<file path="config.mk">
export PLATFORM = sky130hd
export DESIGN_NAME = contactor_sequencer
export DESIGN_NICKNAME = d
export VERILOG_FILES = /design/src/rtl/contactor_sequencer.sv
export SDC_FILE = /design/constraint.sdc
export NUM_CORES = 1
export LEC_CHECK = 0
export ABC_AREA = 1
export BUFFER_PORTS_ARGS = -buffer_cell sky130_fd_sc_hd__buf_2
export CORE_ASPECT_RATIO = 1.25
export CORE_MARGIN = 2
export CORE_UTILIZATION = 40
export DETAILED_ROUTE_END_ITERATION = 7
export SLEW_MARGIN = 20
export SYNTH_ARGS = -nofsm -noshare
export SYNTH_HDL_FRONTEND = slang
export SYNTH_SLANG_ARGS = --single-unit
</file>
<file path="constraint.sdc">
create_clock -name clk -period 12.9 [get_ports clk]
set_input_delay 0.645 -clock clk [delete_from_list [all_inputs] [get_ports clk]]
set_output_delay 0.645 -clock clk [all_outputs]
set_load 0.02 [all_outputs]
</file>
<file path="src/rtl/contactor_sequencer.sv">
// Contactor sequencer: synchronizes SPI-domain requests and switches one channel at a time,
// confirming every transition against 2-bit router feedback with timeout and fault latching.
module contactor_sequencer #(
    parameter int NUM_CH        = 21,
    parameter int FB_TIMEOUT    = 50000,
    parameter int SETTLE_CYCLES = 1000,
    parameter int SYNC_STAGES   = 2
) (
    input  logic                  clk,
    input  logic                  rst_n,
    input  logic [NUM_CH-1:0]     spi_requests,
    input  logic                  reset_req,
    input  logic                  clear_errors,
    input  logic                  shutdown,
    input  logic [2*NUM_CH-1:0]   router_feedback,
    output logic [NUM_CH-1:0]     contactor_drive,
    output logic [NUM_CH-1:0]     contactor_status,
    output logic [NUM_CH-1:0]     fault_mask,
    output logic                  feedback_timeout_error,
    output logic                  invalid_request,
    output logic                  busy
);

    localparam int CH_W    = (NUM_CH > 1) ? $clog2(NUM_CH) : 1;
    localparam int CNT_MAX = (FB_TIMEOUT > SETTLE_CYCLES) ? FB_TIMEOUT : SETTLE_CYCLES;
    localparam int CNT_W   = $clog2(CNT_MAX + 1);

    localparam logic [CNT_W-1:0] FB_LAST     = CNT_W'(FB_TIMEOUT - 1);
    localparam logic [CNT_W-1:0] SETTLE_LAST = CNT_W'(SETTLE_CYCLES - 1);
    localparam logic [CH_W-1:0]  LAST_CH     = CH_W'(NUM_CH - 1);

    localparam logic [1:0] IDLE    = 2'd0;
    localparam logic [1:0] WAIT_FB = 2'd1;
    localparam logic [1:0] SETTLE  = 2'd2;

    logic [NUM_CH-1:0]      req_sync [SYNC_STAGES];
    logic [SYNC_STAGES-1:0] rst_sync;
    logic [SYNC_STAGES-1:0] clr_sync;
    logic                   rst_s_d;

    logic [NUM_CH-1:0]      req_s;
    logic                   rst_s;
    logic                   clr_s;
    logic                   rst_rise;

    logic [1:0]             state;
    logic [CNT_W-1:0]       cnt;
    logic [CH_W-1:0]        rr_ptr;
    logic [CH_W-1:0]        cur_ch;
    logic                   tgt;

    logic [NUM_CH-1:0]      fb_closed;
    logic [NUM_CH-1:0]      fb_open;
    logic [NUM_CH-1:0]      pending;
    logic [NUM_CH-1:0]      blocked;
    logic                   fb_match;
    logic                   sel_valid;
    logic [CH_W-1:0]        sel_ch;
    logic [CH_W-1:0]        cand_idx;
    int                     cand;
    logic                   flag_clear;

    // Every SPI-domain input gets its own flop chain; reset_req also gets an edge-detect flop.
    always_ff @(posedge clk or negedge rst_n) begin
        if (!rst_n) begin
            for (int s = 0; s < SYNC_STAGES; s++) begin
                req_sync[s] <= '0;
            end
            rst_sync <= '0;
            clr_sync <= '0;
            rst_s_d  <= 1'b0;
        end else begin
            req_sync[0] <= spi_requests;
            for (int s = 1; s < SYNC_STAGES; s++) begin
                req_sync[s] <= req_sync[s-1];
            end
            rst_sync <= {rst_sync[SYNC_STAGES-2:0], reset_req};
            clr_sync <= {clr_sync[SYNC_STAGES-2:0], clear_errors};
            rst_s_d  <= rst_s;
        end
    end

    assign req_s    = req_sync[SYNC_STAGES-1];
    assign rst_s    = rst_sync[SYNC_STAGES-1];
    assign clr_s    = clr_sync[SYNC_STAGES-1];
    assign rst_rise = rst_s & ~rst_s_d;

    always_comb begin
        fb_closed = '0;
        fb_open   = '0;
        for (int i = 0; i < NUM_CH; i++) begin
            fb_closed[i] = (router_feedback[2*i +: 2] == 2'b10);
            fb_open[i]   = (router_feedback[2*i +: 2] == 2'b01);
        end
    end

    assign blocked  = req_s & fault_mask;
    assign pending  = (req_s ^ contactor_drive) & ~blocked;
    assign fb_match = tgt ? fb_closed[cur_ch] : fb_open[cur_ch];

    // Round-robin scan starting at rr_ptr so a busy low channel cannot starve the rest.
    always_comb begin
        sel_valid = 1'b0;
        sel_ch    = '0;
        cand      = 0;
        cand_idx  = '0;
        for (int k = 0; k < NUM_CH; k++) begin
            cand = int'(rr_ptr) + k;
            if (cand >= NUM_CH) begin
                cand = cand - NUM_CH;
            end
            cand_idx = CH_W'(cand);
            if (!sel_valid && pending[cand_idx]) begin
                sel_valid = 1'b1;
                sel_ch    = cand_idx;
            end
        end
    end

    // A reset_req edge that coincides with shutdown is absorbed by shutdown, faults included.
    assign flag_clear = clr_s | (rst_rise & ~shutdown);

    always_ff @(posedge clk or negedge rst_n) begin
        if (!rst_n) begin
            state                  <= IDLE;
            cnt                    <= '0;
            rr_ptr                 <= '0;
            cur_ch                 <= '0;
            tgt                    <= 1'b0;
            contactor_drive        <= '0;
            fault_mask             <= '0;
            feedback_timeout_error <= 1'b0;
            invalid_request        <= 1'b0;
        end else begin
            if (shutdown || rst_rise) begin
                contactor_drive <= '0;
                state           <= IDLE;
                cnt             <= '0;
            end else begin
                case (state)
                    IDLE: begin
                        if (sel_valid) begin
                            contactor_drive[sel_ch] <= req_s[sel_ch];
                            tgt    <= req_s[sel_ch];
                            cur_ch <= sel_ch;
                            cnt    <= '0;
                            rr_ptr <= (sel_ch == LAST_CH) ? '0 : sel_ch + CH_W'(1);
                            state  <= WAIT_FB;
                        end
                    end
                    WAIT_FB: begin
                        if (fb_match) begin
                            cnt   <= '0;
                            state <= SETTLE;
                        end else if (cnt == FB_LAST) begin
                            contactor_drive[cur_ch] <= 1'b0;
                            fault_mask[cur_ch]      <= 1'b1;
                            feedback_timeout_error  <= 1'b1;
                            cnt                     <= '0;
                            state                   <= SETTLE;
                        end else begin
                            cnt <= cnt + CNT_W'(1);
                        end
                    end
                    SETTLE: begin
                        if (cnt == SETTLE_LAST) begin
                            cnt   <= '0;
                            state <= IDLE;
                        end else begin
                            cnt <= cnt + CNT_W'(1);
                        end
                    end
                    default: begin
                        cnt   <= '0;
                        state <= IDLE;
                    end
                endcase
            end

            if (|blocked) begin
                invalid_request <= 1'b1;
            end

            // Placed last so a clear beats any set landing in the same cycle.
            if (flag_clear) begin
                fault_mask             <= '0;
                feedback_timeout_error <= 1'b0;
                invalid_request        <= 1'b0;
            end
        end
    end

    always_ff @(posedge clk or negedge rst_n) begin
        if (!rst_n) begin
            contactor_status <= '0;
        end else begin
            contactor_status <= contactor_drive & fb_closed;
        end
    end

    assign busy = (state != IDLE);

endmodule
</file>
# Word-level counts from Yosys, hierarchy flattened
# Index checks and enable logic that the tools add are counted.
[classes] bitwise=14 n_lt_le_gt_ge=46 eq_ne=54 reduce_logical=54 n_mux=147 addsub=43
[ops] operator="two-way mux 5 bit" n=43
[ops] operator="two-way mux 21 bit" n=9
[ops] operator="< comparator 5 x 6 -> 1 bit (second input constant)" n=23
[ops] operator="binary-select mux 1 bit (select 5 bit)" n=24
[ops] operator="greater-or-equal comparator 6 x 5 -> 1 bit (second input constant)" n=20
[ops] operator="subtractor 5 bit (second input constant)" n=21
[ops] operator="AND 21 bit" n=4
[ops] operator="two-way mux 16 bit" n=5
[ops] operator="two-way mux 1 bit" n=55
[ops] operator="adder 5 x 4 -> 6 bit (second input constant)" n=8
[ops] operator="case mux 16 bit (3 select lines)" n=1
[ops] operator="== test 2 x 1 -> 1 bit (second input constant)" n=22
[ops] operator="== test 2 bit (second input constant)" n=22
[ops] operator="inverter 21 bit" n=2
[ops] operator="case mux 21 bit (2 select lines)" n=1
[ops] operator="adder 5 x 5 -> 6 bit (second input constant)" n=5
[ops] operator="adder 5 x 3 -> 6 bit (second input constant)" n=4
[ops] operator="logical AND 1 bit" n=22
[ops] operator="bitwise mux 21 bit" n=1
[ops] operator="OR 21 bit" n=1
[ops] operator="OR reduction 21 bit" n=1
[ops] operator="bitwise XOR 21 bit" n=1
[ops] operator="zero test 1 bit" n=20
[ops] operator="adder 16 x 1 -> 16 bit (second input constant)" n=1
[ops] operator="other kinds (24)" n=42
[word_totals] reg_bits=141 input_bits=68 out_inout_bits=66

# Logic depth before layout (Yosys ltp)
[logic_depth] word_depth=74 ltp_mapped=52 mapped_depth_nobuf=47

# Worst setup path after synthesis
# No wires, ideal clock.
[synth_path] kind="register -> register" startpoint="register rr_ptr[0]" endpoint="register contactor_drive[7]" arrival_ns=5.332 n_path_buf=7 stages_incl_launch_ff=38 t_required_ns=12.773 period_less_slack_ns=5.460 path_slack_ns=7.440 path_cell_list="dfrtp_1 buf_4 buf_6 inv_2 buf_4 buf_6 buf_2 ha_1 buf_2 nand2_1 inv_1 or2_1 buf_2 o21ai_2 nand3_1 nand3_1 nand3_1 nand2_1 (+2 left out) nand4_4 nor2_4 nand4_4 nor2_8 nand4_4 nor2_4 nand4_4 nor2_8 nand2_4 o21ai_1 nor2_1 nor2_4 ha_1 nand2_1 o21ai_0 nand2_1 a21oi_1 o22ai_2"
[synth_between] elab_chain_cells=73 word_cells_on_any_way=220 cone_classes="add/sub (41); order compare (23); eq/ne (1); mux (113); reduce/logical (42)"
[synth_rtl] item="start: declaration" line_no="48" text="logic [CH_W-1:0] rr_ptr;"
[synth_rtl] item="start signal: assignment" line_no="147" text="rr_ptr <= (sel_ch == LAST_CH) ? '0 : sel_ch + CH_W'(1);"
[synth_rtl] item="branches (longest 64 deep; another with adder 5 x 1 -> 6 bit)"
[synth_rtl] item="two-way mux 5 bit *" line_no="113" text="if (!sel_valid && pending[cand_idx]) begin"
[synth_rtl] item="net sel_ch[1]" line_no="58" text="logic [CH_W-1:0] sel_ch;"
[synth_rtl] item="< comparator 5 x 6 -> 1 bit (not written as such) / greater-or-equal comparator 5 x 1 -> 1 bit (equally long branches)" line_no="143" text="contactor_drive[sel_ch] <= req_s[sel_ch];"
[synth_rtl] item="logical AND 1 bit (not written as such)" line_no="143"
[synth_rtl] item="two-way mux 1 bit (not written as such)" line_no="143"
[synth_rtl] item="demux 1 bit (select 5 bit)" line_no="143"
[synth_rtl] item="bitwise mux 21 bit *" line_no="143"
[synth_rtl] item="two-way mux 21 bit *" line_no="142" text="if (sel_valid) begin"
[synth_rtl] item="case mux 21 bit (2 select lines) *" line_no="140" text="case (state)"
[synth_rtl] item="two-way mux 21 bit *" line_no="135" text="if (shutdown || rst_rise) begin"
[synth_rtl] item="end signal: indexed assignment" line_no="143"
[synth_rtl] item="end: declaration" line_no="16" text="output logic [NUM_CH-1:0] contactor_drive,"
# Mark *: on every way through the listed nets, which the timed path passes. The select of a mux whose other input is x is not followed.
# A chain may end at the register's enable or synchronous reset.

# Worst setup path in the final report
[layout_path] startpoint="register rr_ptr[1]" endpoint="register contactor_drive[20]"
[layout_between] elab_chain_cells=73 word_cells_on_any_way=220 cone_classes="add/sub (41); order compare (23); eq/ne (1); mux (113); reduce/logical (42)"
[layout_rtl] item="branches (longest 73 deep; another with adder 5 x 1 -> 6 bit)"
# Several ways; the timed one is not identified. The select of a mux whose other input is x is not followed.

==> results.yml <==
outcome:
  outcome: "completed"
detailed_routing:
  first_iter_violations: 2249
  detailroute.via_count: 18709
  drt-wirelength-per-cell_um: 23.50
  detail_route.drc_violations: 0
  totalWireLength_um: 74290
  route.antenna.remaining_nets: 0
  dr.pass1.iters: 7
  vias_per_cell: 5.919
cts:
  postCtsHoldBufs: 0
  htree_num_levels: 4
  clk_pin_slew_worst_paths_ps: 70
  cts-buffers-inserted: 17
  clkSinkCount: 141
  cts.path.max_buffers: 2
  insertion_delay_ps: 450
  post_cts_resized: 0
  tritoncts_clock_tree: "built"
  post_cts_buffers: 0
  ctsRootBufferMaster: "sky130_fd_sc_hd__clkbuf_16"
synthesis:
  synth-async-reset-ratio: 1.000
  post_synth_main_area_contributors: "sky130_fd_sc_hd__dfrtp_1, sky130_fd_sc_hd__nand2_1, sky130_fd_sc_hd__o21ai_0"
  ys.warnings.count: 0
  synth_ff_type: "sky130_fd_sc_hd__dfrtp_1"
  synth_unique_cells: 68
  synth_sequential_area_ratio: 0.2246
  area_fraction_of_the_dominant_cell_type_after_synthesis: 0.2246
  synth_largest_area_cell: "sky130_fd_sc_hd__dfrtp_1"
  synthCells: 2561
  netlist_area_um2: 15710
  edff_count_synth: 0
  ys_ff_latch: 141
  synth_fp_nets: 2660
  syn_area_per_cell_um2: 6.135
finish:
  n_antenna_cell: 0
  final_layout_size_suffix_gt1_frac: 0.1397
  final_net_count: 2750
  layout.cells.most_common: "sky130_fd_sc_hd__nand2_1"
  area_growth_syn_to_layout_pct: 10.29
  multi_input_area_um2: 10430
  layout.cells.most_common_list: "sky130_fd_sc_hd__nand2_1, sky130_fd_sc_hd__inv_1, sky130_fd_sc_hd__o21ai_0"
  count_of_fill_cells_added_during_filler_insertion: 4196
  seq_area_um2: 3528
timing:
  hold_viol: 0
  period_minus_slack_ps: 8264
  timing.setup.tns_ps: 0
  fmaxAchievable_mhz: 121.0
  slew_violations: 0
  grt_setup_unrepaired: "false"
  timing.max_slew.rel_slack: 0.2385
  min_period_over_period: 0.6406
  setup_viol: 0
  final.setup_skew_ps: 10.63
  worst_pin_slew_ps: 1130
grt:
  grt_pass1_wl_um: 108700
  grt_use_met1: 0.4045
  antenna_violations_before_repair: 1
  grt_use_met3: 0.05870
  grt_use_met2: 0.5983
  largest_net_degree_at_the_start_of_global_routing: 82
  grt_pass1_vias: 17551
  globalRoute.totalOverflow: 0
  top_usage_layer: "met2"
  groute.usage.overall: 0.3568
worst_setup_path:
  critPathRequiredTime_ps: 13230
  cp-end-kind: "flop"
  critical_path.max_fanout: 19
  ff2ff_path_depth: 36
  timing.rr.start: "rr_ptr[1]"
  worstSetupStartpointType: "flop"
  cpPeakStageDelay_ps: 980
  crit_end: "contactor_drive[20]"
  timing.critical_path.buf_inv: 5
  cp_top_family: "simple AND/OR/NAND/NOR gates"
  worst_ep_arrival_time_ps: 8590
  crit_path_top_delay_cell: "sky130_fd_sc_hd__ha_1"
  worst_path_most_repeated_cell: "sky130_fd_sc_hd__nand2_1"
  setup.worst_path.class: "flop to flop"
  crit_start: "rr_ptr[1]"
  rrSetupSlack_ps: 4640
  cp_num_cells: 36
  r2r-end: "contactor_drive[20]"
floorplanning:
  core_um2: 38920
  die_height_um: 225.6
  floorplan.die_area_um2: 40890
  placementRows: 81
  initial_core_util: 0.4037
  design.portCount: 134
  chipWidth_um: 181.3
place:
  post_detail_place_hpwl_um: 55910
  routabilityCongestion: 1.085
  placement.io_buffers: 133
run:
  max_cap_violations: 0
min_path:
  worst_hold_path_type: "primary input to asynchronous set/reset pin"
final cells by class:
type / count / area share
Clock buffer: 18 / 0.02534
Clock inverter: 13 / 0.007654
Inverter: 332 / 0.07286
Multi-Input combinational cell: 1994 / 0.6019
Sequential cell: 141 / 0.2036
Tap cell: 498 / 0.03596
Timing Repair Buffer: 165 / 0.05264
metrics by stage:
stage / cell area (µm²) / instances / hold slack [ps] / setup WS [ps] / utilization
3_3_place_gp: 16760 / 3130 / 332.7 / 4863 / 0.4306
3_5_place_dp: 16760 / 3130 / 334.7 / 4931 / 0.4306
2_1_floorplan: 15710 / 2561 / 331.2 / 7440 / -
4_1_cts: 17330 / 3161 / 284.9 / 4882 / 0.4452
5_1_grt: 17330 / 3161 / 283.7 / 4223 / 0.4452
6_report: 17330 / 3161 / 263.7 / 4636 / 0.4452
Yosys cell counts, drive strengths merged, types with 37 or more instances:
| library cell | n |
|---|---|
| nor3 | 43 |
| o211ai | 52 |
| nand2 | 685 |
| a21oi | 159 |
| nand4 | 37 |
| nor2 | 255 |
| nand3 | 246 |
| dfrtp | 141 |
| o21ai | 298 |
| clkbuf | 52 |
| buf | 42 |
| inv | 323 |
worst register-to-register path: cells and delay by family (launching register included):
family / cells / cell delay (ps)
AO/OA/AOI/OAI: 3 / 440
buffers and inverters: 5 / 1730
adder cells (fa/ha/maj): 2 / 1270
AND/OR/NAND/NOR: 26 / 3820
flip-flops: 1 / 860
logic make-up (layout without fill, tap and decap cells):
| logic type | after synthesis | count (layout) | synth area share |
|---|---|---|---|
| xor+xnor | 38 | 38 | 0.02477 |
| flops | 141 | 141 | 0.2246 |
| simple gates | 1303 | 1303 | 0.3764 |
| compound gates | 622 | 622 | 0.2369 |
| buf+inv | 426 | 528 | 0.1127 |
| fa+ha+maj | 31 | 31 | 0.02469 |
sequential cells by signal (all words and copies together) (netlist names), 5 cells and up:
register and count:
req_s 21, req_sync 21, cnt 16, cur_ch 5, contactor_status 21, fault_mask 21, rr_ptr 5, contactor_drive 21
per-layer routing:
| metal | wire length (µm) | share of wire | vias up |
|---|---|---|---|
| li1 | - | - | 8707 |
| met5 | 0 | 0 | - |
| met1 | 27210 | 0.37 | 8572 |
| met2 | 34020 | 0.46 | 1125 |
| met3 | 6319 | 0.085 | 305 |
| met4 | 6748 | 0.091 | 0 |
worst min path at each step:
stage                       startpoint                      to  slack, ps
after floorplan            clr_sync[0]             clr_sync[1]        330
after global placement    req_sync[27]                req_s[6]        330
after detailed placement  req_sync[21]                req_s[0]        330
after CTS                        rst_n            req_sync[25]        280
after global routing         reset_req             rst_sync[0]        280
final                            rst_n  feedback_timeout_error        260
Power is not shown: default switching activity piles up to over one toggle a cycle in this logic, so the estimate is an artifact.
